$ cat config.mk
export PLATFORM = sky130hd
export DESIGN_NAME = uart_receiver
export DESIGN_NICKNAME = d
export VERILOG_FILES = /design/src/rtl/uart_pkg.sv /design/src/rtl/uart_sync2.sv /design/src/rtl/uart_receiver.sv
export SDC_FILE = /design/constraint.sdc
export NUM_CORES = 1
export LEC_CHECK = 0
export CORE_MARGIN = 3
export CORE_UTILIZATION = 40
export DETAILED_ROUTE_END_ITERATION = 8
export HOLD_SLACK_MARGIN = 0.1
export PLACE_DENSITY = 0.55
export SLEW_MARGIN = 20
export SYNTH_ARGS = -nofsm -noshare
export SYNTH_HDL_FRONTEND = slang
export SYNTH_SLANG_ARGS = --single-unit
$ cat constraint.sdc
create_clock -name clk -period 2.4 [get_ports clk]
set_clock_uncertainty 0.15 [all_clocks]
set_input_delay 0.36 -clock clk [delete_from_list [all_inputs] [get_ports clk]]
set_output_delay 0.36 -clock clk [all_outputs]
set_load 0.05 [all_outputs]
$ cat src/rtl/uart_pkg.sv
// Shared UART definitions used by the receiver and the matching transmitter.
//   uart_state_e  : frame-level state enumeration
//   clks_per_bit  : system clocks per serial bit (integer-truncated)
//   half_bit      : clocks from the start edge to the middle of the start bit
package uart_pkg;

  typedef enum logic [2:0] {
    IDLE  = 3'd0,
    START = 3'd1,
    DATA  = 3'd2,
    STOP  = 3'd3,
    HOLD  = 3'd4
  } uart_state_e;

  function automatic int unsigned clks_per_bit(input int unsigned clock_rate,
                                               input int unsigned baud_rate);
    return clock_rate / baud_rate;
  endfunction

  function automatic int unsigned half_bit(input int unsigned clock_rate,
                                           input int unsigned baud_rate);
    return clks_per_bit(clock_rate, baud_rate) / 2;
  endfunction

endpackage

$ cat src/rtl/uart_sync2.sv
// Two-flop synchronizer for an asynchronous, idle-high serial line.
//   clk_i  : destination clock
//   rst_ni : asynchronous active-low reset; both flops preset to 1 (line idle)
//   d_i    : asynchronous input
//   q_o    : synchronized output
module uart_sync2 (
  input  logic clk_i,
  input  logic rst_ni,
  input  logic d_i,
  output logic q_o
);

  logic meta_q;
  logic sync_q;

  always_ff @(posedge clk_i or negedge rst_ni) begin
    if (!rst_ni) begin
      meta_q <= 1'b1;
      sync_q <= 1'b1;
    end else begin
      meta_q <= d_i;
      sync_q <= meta_q;
    end
  end

  assign q_o = sync_q;

endmodule

$ cat src/rtl/uart_receiver.sv
// 8N1 UART receiver with a one-byte holding register and valid/ready handoff.
//   clk   : system clock, rising edge
//   rst_n : asynchronous active-low reset
//   en    : receive enable; dropping it abandons a frame in progress
//   in    : asynchronous serial line, idle high
//   out   : last received data byte
//   valid : out holds a byte not yet accepted
//   ready : consumer accepts the byte in any cycle with valid && ready
//   err   : framing error, sticky until the next good byte
module uart_receiver
  import uart_pkg::*;
#(
  parameter int unsigned CLOCK_RATE = 48000000,
  parameter int unsigned BAUD_RATE  = 115200
) (
  input  logic       clk,
  input  logic       rst_n,
  input  logic       en,
  input  logic       in,
  output logic [7:0] out,
  output logic       valid,
  input  logic       ready,
  output logic       err
);

  localparam int unsigned CLKS_PER_BIT = clks_per_bit(CLOCK_RATE, BAUD_RATE);
  localparam int unsigned HALF_BIT     = half_bit(CLOCK_RATE, BAUD_RATE);
  localparam int          TMR_W        = (CLKS_PER_BIT > 1) ? $clog2(CLKS_PER_BIT) : 1;

  // The timer counts edges since the last sample point, so the sample edge is
  // the one where the timer already holds N-1.
  localparam logic [TMR_W-1:0] HALF_LAST = TMR_W'(HALF_BIT - 1);
  localparam logic [TMR_W-1:0] BIT_LAST  = TMR_W'(CLKS_PER_BIT - 1);

  logic rxs;

  uart_sync2 u_sync (
    .clk_i  (clk),
    .rst_ni (rst_n),
    .d_i    (in),
    .q_o    (rxs)
  );

  uart_state_e      state_q,  state_d;
  logic [TMR_W-1:0] timer_q,  timer_d;
  logic [3:0]       bitcnt_q, bitcnt_d;
  logic [7:0]       shift_q,  shift_d;
  logic [7:0]       out_q,    out_d;
  logic             err_q,    err_d;

  always_ff @(posedge clk or negedge rst_n) begin
    if (!rst_n) begin
      state_q  <= IDLE;
      timer_q  <= '0;
      bitcnt_q <= '0;
      shift_q  <= '0;
      out_q    <= '0;
      err_q    <= 1'b0;
    end else begin
      state_q  <= state_d;
      timer_q  <= timer_d;
      bitcnt_q <= bitcnt_d;
      shift_q  <= shift_d;
      out_q    <= out_d;
      err_q    <= err_d;
    end
  end

  always_comb begin
    state_d  = state_q;
    timer_d  = timer_q;
    bitcnt_d = bitcnt_q;
    shift_d  = shift_q;
    out_d    = out_q;
    err_d    = err_q;
    unique case (state_q)
      IDLE: begin
        if (en && !rxs) begin
          state_d  = START;
          timer_d  = '0;
          bitcnt_d = '0;
        end
      end
      START: begin
        if (!en) begin
          state_d = IDLE;
        end else if (timer_q == HALF_LAST) begin
          timer_d = '0;
          // Line back high at mid start bit: a glitch, not a frame.
          state_d = rxs ? IDLE : DATA;
        end else begin
          timer_d = timer_q + 1'b1;
        end
      end
      DATA: begin
        if (!en) begin
          state_d = IDLE;
        end else if (timer_q == BIT_LAST) begin
          timer_d  = '0;
          shift_d  = {rxs, shift_q[7:1]};  // LSB arrives first
          bitcnt_d = bitcnt_q + 4'd1;
          if (bitcnt_q == 4'd7) begin
            state_d = STOP;
          end
        end else begin
          timer_d = timer_q + 1'b1;
        end
      end
      STOP: begin
        if (!en) begin
          state_d = IDLE;
        end else if (timer_q == BIT_LAST) begin
          timer_d = '0;
          if (rxs) begin
            out_d   = shift_q;
            err_d   = 1'b0;
            state_d = HOLD;
          end else begin
            err_d   = 1'b1;
            state_d = IDLE;
          end
        end else begin
          timer_d = timer_q + 1'b1;
        end
      end
      HOLD: begin
        // Start edges seen here are deliberately dropped (overrun).
        if (ready) begin
          state_d = IDLE;
        end
      end
      default: state_d = IDLE;
    endcase
  end

  always_comb begin
    valid = (state_q == HOLD);
    out   = out_q;
    err   = err_q;
  end

endmodule

==> flow_summary.toml, run 1 <==
[status]
status = "finished clean"

[worst_setup_path]
crit_required_ns = 2.39
critical_path_class = "reg2reg"
cpLargestDelayFamily = "compound AO/OA/AOI/OAI gates"
critPathMaxFanout = 8
crit_path_end_kind = "flop"
cp_slowest_stage_delay_ns = 0.49
cp_data_arrival_time_ns = 2.15
path_buf_inv = 0
crit_chain = "ha_1 -> nand3_2 -> o311a_1 -> nor2_1 -> o21ai_0"
slowest_stage = "o311a_1"
cp-start-kind = "flop"

[clock_tree]
cts_hold_buf = 0
clkSinkCount = 35
cts_resized = 0
post-cts-setup-buffers = 0
clk-insertion-delay-late_ns = 0.28
cts.path.max_buffers = 2
cts.htree.levels = 2
numCtsBuffers = 5
clockRootBuffer = "clkbuf_8"
cts.clk_slew.worst_paths_ns = 0.06
cts_tree = "yes"

[logic_synthesis]
synth_seq_area_share = 0.486
yosysMostFrequentCell = "dfrtp_1"
syn_inst = 166
async_flop_share = 1.00
synthTopCellsByCount = "dfrtp_1 (33), nand2_1 (20), mux2_2 (16)"
synth-edff-count = 0
syn_area_sq_um = 1810
synth_warnings = 0
ys_ff_latch = 35
synth_top_area_share = 0.457
synth.largest_area_cell = "dfrtp_1"
synth_cell_types = 46
synth.net_count = 173
synthTopCellsByArea = "dfrtp_1 (46%), mux2_2 (10%), nand2_1 (4.2%)"
avgSynthCellArea_sq_um = 10.9
synth_flop_cell = "dfrtp_1"

[global_routing]
grt_max_degree = 36
grt_usage = 0.153
grt_first_pass_wirelength_mm = 6.27
antenna_found_initial = 0
first_global_vias = 1339
grt_overflow_total = 0

[floorplanning]
io_pins = 15
die_h_um = 73.2
core_area_sq_um = 4170
die_w_um = 73.2
rows = 23
initial_utilization = 0.433
die_area_sq_um = 5360

[placed_design]
dp_hpwl_mm = 2.52
place.gp.congestion = 0.816
portBuffers = 14

[sta]
post-route-period-util = 0.899
finalSetupViolations = 0
maxSlewViolCount = 0
worstMarginPinSlew_ns = 0.503
rsz0062_at_grt = "no"
max_freq_mhz = 463
period_needed_ns = 2.16
hold_viol = 0
fin_setup_tns_ns = 0
slew_headroom = 0.664

[finish]
final_nets = 195
fillCellCount = 378
syn2layout_area_growth_pct = 17.4
drive_gt1_frac = 0.222
final_core_util = 0.509
n_antenna_cell = 0

[routing]
avgRoutedWirePerCell_um = 15.0
ant_nets = 0
num_vias = 1328
drc_errors = 0
drt_pre_antenna_iters = 4
routed_wl_mm = 3.58
drt-initial-drc-count = 83
via_per_inst = 5.56

[hold_path]
min_path_type = "reg2reg"

[power_and_ir_drop]
p_leak_nw = 0.928
irDropWorstVdd_uv = 394
p_per_area_nw_per_um2 = 730
power_w = 0.00155

[job]
cap_violations = 0
[report_power, final]
group	leakage, nW	internal, W	switching (W)	total [W]
Sequential	0.471	0.000649	0.000106	0.000755
Combinational	0.416	0.000162	0.000222	0.000384
Clock	0.0412	0.000203	0.000207	0.000410
[worst reg2reg max path: stages, from the launching register on]
cell	delay (ns)
dfrtp_1	0.38
ha_1	0.25
nand3_2	0.24
o311a_1	0.49
nor2_1	0.36
o21ai_0	0.15
[registers in the layout, indices dropped and copies added (netlist names)]
signal and cells:
u_sync.q_o 1, err 1, out 8, u_sync.meta_q 1
timer_q 9, bitcnt_q 4, state_q 3, shift_q 8
[area by class of cell]
type,count,area (sq um),share of cell area
multi-input cells,118,872,0.411
inverters,8,30.0,0.0141
clock inverters,2,12.5,0.00589
flip-flops and latches,35,878,0.414
repair buffers,20,195,0.0919
clock buffers,6,72.6,0.0342
well taps,50,62.6,0.0295
[final timing paths]
path	start	endpoint	slack [ns]	cells after the start
min in group asynchronous	rst_n	timer_q[7]	0.34	2
min reg2reg	u_sync.meta_q	u_sync.q_o	0.21	0
max	timer_q[0]	timer_q[4]	0.24	5
max in group asynchronous	rst_n	u_sync.q_o	1.40	2
max reg2reg	timer_q[0]	timer_q[4]	0.24	5
min	u_sync.meta_q	u_sync.q_o	0.21	0
[per-layer routing]
layer / global-route usage / wire (um) / vias up
met2: 0.240 / 1690 / 23
met1: 0.202 / 1720 / 648
met5: 0 / 0 / -
met3: 0.0455 / 131 / 4
met4: 0.0512 / 43 / 0
li1: - / - / 653
[layout by cell type (no fill, tap or decap), types with 4 or more instances in the layout]
cell             Yosys  layout
nand2b_1             5       5
dfrtp_1             33      33
nand2_1             20      20
mux2i_1              4       4
clkbuf_8             0       5
o21ai_0             12      12
nor2_1               7       7
buf_4                1       6
nor3_1               6       6
clkdlybuf4s50_1      0      13
mux2_2              16      16
nand3_1              4       4
inv_1                8       8
[metrics by stage]
stage	std cells	setup WS, ns	instance area (sq um)	hold WS (ns)
after floorplan	166	0.213	1810	-0.0856
after global placement	231	0.123	2040	0.197
after detailed placement	231	0.0317	2040	0.198
after CTS	239	0.249	2120	0.208
after global routing	239	0.0806	2120	0.211
final	239	0.242	2120	0.206
[logic make-up (layout without fill, tap and decap cells)]
kind of cell / count (synthesis) / count (layout) / share of synthesized area
simple gates: 64 / 64 / 0.213
buf+inv: 13 / 36 / 0.0318
flops: 35 / 35 / 0.486
fa+ha+maj: 2 / 2 / 0.0138
compound gates: 31 / 31 / 0.127
mux: 21 / 21 / 0.128
Note: power is estimated with default switching activity, not from simulation.
==> run 2, diff against run 1 <==
--- a/config.mk
+++ b/config.mk
@@ -6,10 +6,10 @@
 export NUM_CORES = 1
 export LEC_CHECK = 0
 export CORE_MARGIN = 3
-export CORE_UTILIZATION = 40
+export CORE_UTILIZATION = 50
 export DETAILED_ROUTE_END_ITERATION = 8
 export HOLD_SLACK_MARGIN = 0.1
-export PLACE_DENSITY = 0.55
+export PLACE_DENSITY = 0.66
 export SLEW_MARGIN = 20
 export SYNTH_ARGS = -nofsm -noshare
 export SYNTH_HDL_FRONTEND = slang
==> run 2 against run 1 <==
  * Count of clock-buffer cells in the layout unchanged
  * Sequential power about the same
  * Hold slack better by 0.014 ns
  * Maximum frequency up 0.92%
  * Utilization up 10 points
  * Register-to-register slack better by 0.02 ns
  * Global-route usage up 3.4 points
  * Die area down 18%
==> flow_summary.toml, run 2 (synthesis results as in run 1) <==
[routing]
drc_errors = 0
drt_pre_antenna_iters = 4
num_vias = 1352
ant_nets = 0
via_per_inst = 5.70
routed_wl_mm = 3.48
drt-initial-drc-count = 102
avgRoutedWirePerCell_um = 14.7

[placed_design]
dp_hpwl_mm = 2.53
place.gp.congestion = 0.868
portBuffers = 14

[finish]
multi_input_area_sq_um = 872
layout_common_cells = "dfrtp_1 (33), nand2_1 (20), mux2_2 (16)"
final_nets = 197
top_register = "timer_q"
largest_register_ffs = 9
drive_gt1_frac = 0.230
syn2layout_area_growth_pct = 15.6
fillCellCount = 309
n_antenna_cell = 0
register_area_sq_um = 878
layout_commonest_cell = "dfrtp_1"
final_core_util = 0.612

[hold_path]
min_path_type = "reg2reg"

[clock_tree]
numCtsBuffers = 5
clockRootBuffer = "clkbuf_4"
post-cts-setup-buffers = 0
clkSinkCount = 35
cts_hold_buf = 0
cts.path.max_buffers = 2
clk-insertion-delay-late_ns = 0.34
cts_resized = 0
cts_tree = "yes"
cts.clk_slew.worst_paths_ns = 0.11
cts.htree.levels = 2

[power_and_ir_drop]
swShare = 0.365
power.share.sequential = 0.519
p_per_area_nw_per_um2 = 698
pwr-share-clk = 0.214
p_leak_nw = 0.923
irDropWorstVdd_uv = 441
internal_power_w = 0.000926
p_sw_w = 0.000531
pwr-share-comb = 0.267

[global_routing]
grt_usage = 0.187
grt_first_pass_wirelength_mm = 6.15
antenna_found_initial = 0
grt_overflow_total = 0
grt_max_degree = 36
first_global_vias = 1349

[floorplanning]
initial_utilization = 0.529
io_pins = 15
rows = 21
die_w_um = 66.1
die_area_sq_um = 4370
core_area_sq_um = 3420
die_h_um = 66.1

[worst_setup_path]
cp-start-kind = "flop"
critPathMaxFanout = 8
cp_data_arrival_time_ns = 2.19
crit_path_end_kind = "flop"
slowest_stage = "o311a_1"
critical_path_class = "reg2reg"
crit_required_ns = 2.46
cp_slowest_stage_delay_ns = 0.50
crit_chain = "ha_1 -> nand3_2 -> o311a_1 -> nor2_1 -> o21ai_0"

[sta]
post-route-period-util = 0.891
rsz0062_at_grt = "no"
maxSlewViolCount = 0
fin_setup_tns_ns = 0
slew_headroom = 0.665
finalSetupViolations = 0
period_needed_ns = 2.14
max_freq_mhz = 468
worstMarginPinSlew_ns = 0.500
hold_viol = 0

[job]
cap_violations = 0

[status]
status = "finished clean"
[run 2: cell types whose count changed in the layout (fill, tap and decap cells not counted), sizes merged]
| cell | previous run | this run |
|---|---|---|
| buf | 7 | 9 |
[run 2: power by group through the flow]
stage                     registers, W  logic (W)  clock network, W
after floorplan               0.000715   0.000319                 0
after global placement        0.000762   0.000369                 0
after detailed placement      0.000765   0.000389                 0
after CTS                     0.000755   0.000389          0.000326
after global routing          0.000772   0.000446          0.000350
final                         0.000756   0.000390          0.000312
[run 2: critical path, delay by kind of cell, from the launching register on]
kind / cells / cell delay, ns
adder cells (fa/ha/maj): 1 / 0.24
flip-flops: 1 / 0.40
AND/OR/NAND/NOR: 2 / 0.55
AO/OA/AOI/OAI: 2 / 0.66
[run 2: final timing paths]
path / start / endpoint / slack, ns / cells past startpoint
worst max-delay path: timer_q[0] / timer_q[7] / 0.26 / 5
worst min-delay path: u_sync.meta_q / u_sync.q_o / 0.22 / 0
worst max register to register: timer_q[0] / timer_q[7] / 0.26 / 5
worst min register to register: u_sync.meta_q / u_sync.q_o / 0.22 / 0
max in group asynchronous: rst_n / u_sync.q_o / 1.48 / 2
min in group asynchronous: rst_n / state_q[1] / 0.27 / 2
[run 2: cell type report]
class                           count  area share
Sequential cell                    35       0.420
Multi-Input combinational cell    118       0.417
Timing Repair Buffer               22      0.0946
Tap cell                           46      0.0275
Clock buffer                        6      0.0198
Inverter                            8      0.0144
Clock inverter                      2     0.00599
[run 2: per-layer routing]
layer  wire (um)  track usage
met5           0            0
met4          56       0.0838
met3         156       0.0357
met2        1660        0.300
met1        1610        0.244
[run 2: through the flow]
step / std cells / hold WS, ns / setup WS [ns] / total power [W] / area, sq um
3_5_place_dp: 229 / 0.197 / 0.0437 / 0.00115 / 2040
5_1_grt: 237 / 0.222 / 0.0530 / 0.00157 / 2090
2_1_floorplan: 166 / -0.0856 / 0.213 / 0.00103 / 1810
3_3_place_gp: 229 / 0.198 / 0.120 / 0.00113 / 2040
4_1_cts: 237 / 0.217 / 0.262 / 0.00147 / 2090
6_report: 237 / 0.220 / 0.262 / 0.00146 / 2090
==> run 3, diff against run 2 <==
--- a/config.mk
+++ b/config.mk
@@ -9,8 +9,10 @@
 export CORE_UTILIZATION = 50
 export DETAILED_ROUTE_END_ITERATION = 8
 export HOLD_SLACK_MARGIN = 0.1
-export PLACE_DENSITY = 0.66
+export PLACE_DENSITY_LB_ADDON = 0.05
+export SETUP_SLACK_MARGIN = 0.4
 export SLEW_MARGIN = 20
 export SYNTH_ARGS = -nofsm -noshare
 export SYNTH_HDL_FRONTEND = slang
 export SYNTH_SLANG_ARGS = --single-unit
+export TNS_END_PERCENT = 50
==> run 3 against run 2 <==
  * Die area stayed put
  * Via count is 1.1% higher
  * Final cell count is 2.1% higher
  * First-iteration DRC count is 14% lower
  * Hold slack worse by 0.0068 ns
  * Power is 3.5% higher
  * Sequential share of layout area is 2.2 points lower
  * Largest cell class is now multi-input gates
  * Routed wire length is 2.6% higher
==> flow_summary.toml, run 3 (synthesis results as in run 1) <==
[routing]
avgRoutedWirePerCell_um = 14.8
num_vias = 1367
routed_wl_mm = 3.57
drt_pre_antenna_iters = 4
drc_errors = 0
via_per_inst = 5.65
ant_nets = 0
drt-initial-drc-count = 88

[finish]
top_register = "timer_q"
syn2layout_area_growth_pct = 22.1
final_nets = 202
layout_common_cells = "dfrtp_1 (32), nand2_1 (20), mux2_2 (16)"
final_core_util = 0.647
n_antenna_cell = 0
largest_register_ffs = 9
drive_gt1_frac = 0.276
layout_commonest_cell = "dfrtp_1"

[sta]
rsz0062_at_grt = "yes"
period_needed_ns = 2.02
post-route-period-util = 0.840
fin_setup_tns_ns = 0
slew_headroom = 0.662
maxSlewViolCount = 0
hold_viol = 0
worstMarginPinSlew_ns = 0.506
finalSetupViolations = 0
max_freq_mhz = 496

[floorplanning]
rows = 21
die_w_um = 66.1
die_h_um = 66.1
core_area_sq_um = 3420
initial_utilization = 0.529
die_area_sq_um = 4370
io_pins = 15

[global_routing]
grt_max_degree = 36
grt_first_pass_wirelength_mm = 6.15
grt_usage = 0.183
antenna_found_initial = 0
grt_overflow_total = 0
first_global_vias = 1374

[power_and_ir_drop]
power.share.sequential = 0.487
p_sw_w = 0.000550
pwr-share-comb = 0.308
irDropWorstVdd_uv = 569
swShare = 0.364
p_per_area_nw_per_um2 = 683
p_leak_nw = 1.03
pwr-share-clk = 0.206
internal_power_w = 0.000959

[clock_tree]
clk-insertion-delay-late_ns = 0.33
clockRootBuffer = "clkbuf_4"
cts.htree.levels = 2
numCtsBuffers = 5
clkSinkCount = 35
cts.clk_slew.worst_paths_ns = 0.11
cts.path.max_buffers = 2
cts_tree = "yes"
cts_hold_buf = 0

[placed_design]
place.gp.congestion = 0.800
dp_hpwl_mm = 2.48
portBuffers = 14

[worst_setup_path]
cp_slowest_stage_delay_ns = 0.81
critPathMaxFanout = 2
slowest_stage = "clkdlybuf4s50_1"
cp-start-kind = "flop"
crit_chain = "clkdlybuf4s50_1"
cpLargestDelayFamily = "buffers and inverters"
path_buf_inv = 1
critical_path_class = "reg2out"
crit_required_ns = 1.89
cp_data_arrival_time_ns = 1.51
crit_path_end_kind = "output port"

[status]
status = "finished clean"

[hold_path]
min_path_type = "reg2reg"

[job]
cap_violations = 0
## run 3: path summary, 6_finish.rpt
path	depth (start not counted)	slack, ns	startpoint	end
max	1	0.38	out[6]	out[6]
min in group asynchronous	2	0.28	rst_n	state_q[1]
min reg2reg	0	0.21	u_sync.meta_q	u_sync.q_o
max in group asynchronous	2	1.47	rst_n	u_sync.q_o
max reg2reg	8	0.44	timer_q[0]	bitcnt_q[2]
min	0	0.21	u_sync.meta_q	u_sync.q_o
## run 3: layer usage
layer / global-route usage / wire (um) / part of all wire / vias to the layer above
met5: 0 / 0 / 0 / -
met4: 0.0685 / 42 / 0.012 / 0
met3: 0.0476 / 110 / 0.031 / 6
met2: 0.289 / 1710 / 0.48 / 25
met1: 0.241 / 1720 / 0.48 / 670
li1: - / - / - / 666
## run 3: power by group through the flow
stage	Combinational [W]	Clock, W	Sequential, W
floorplan	0.000320	0	0.000716
global placement	0.000419	0	0.000736
detailed placement	0.000435	0	0.000738
CTS	0.000446	0.000323	0.000728
global route	0.000519	0.000353	0.000746
finish	0.000464	0.000311	0.000734
## run 3: per-stage QoR
| step | worst slack [ns] | cell area (sq um) | hold WS [ns] | power [W] | std cells |
|---|---|---|---|---|---|
| global route | 0.325 | 2210 | 0.222 | 0.00162 | 242 |
| detailed placement | 0.0457 | 2050 | 0.199 | 0.00117 | 229 |
| floorplan | 0.449 | 1810 | -0.0856 | 0.00104 | 166 |
| global placement | 0.118 | 2050 | 0.197 | 0.00115 | 229 |
| finish | 0.383 | 2210 | 0.213 | 0.00151 | 242 |
| CTS | 0.361 | 2120 | 0.215 | 0.00150 | 237 |
## run 3: final cells by class
class,instances,area (sq um)
Sequential cell,35,880
Fill cell,295,1210
Clock buffer,6,41.3
Tap cell,46,57.6
Timing Repair Buffer,27,273
Clock inverter,2,12.5
Inverter,8,30.0
Multi-Input combinational cell,118,915
## run 3: what timing repair did
item,4_1_cts,5_1_grt
gates cloned,0,1
setup buffers,0,4
endpoints found under the setup margin,17,33
pin swaps,0,2
gates resized for setup,4,8
endpoints found under the hold margin,0,0
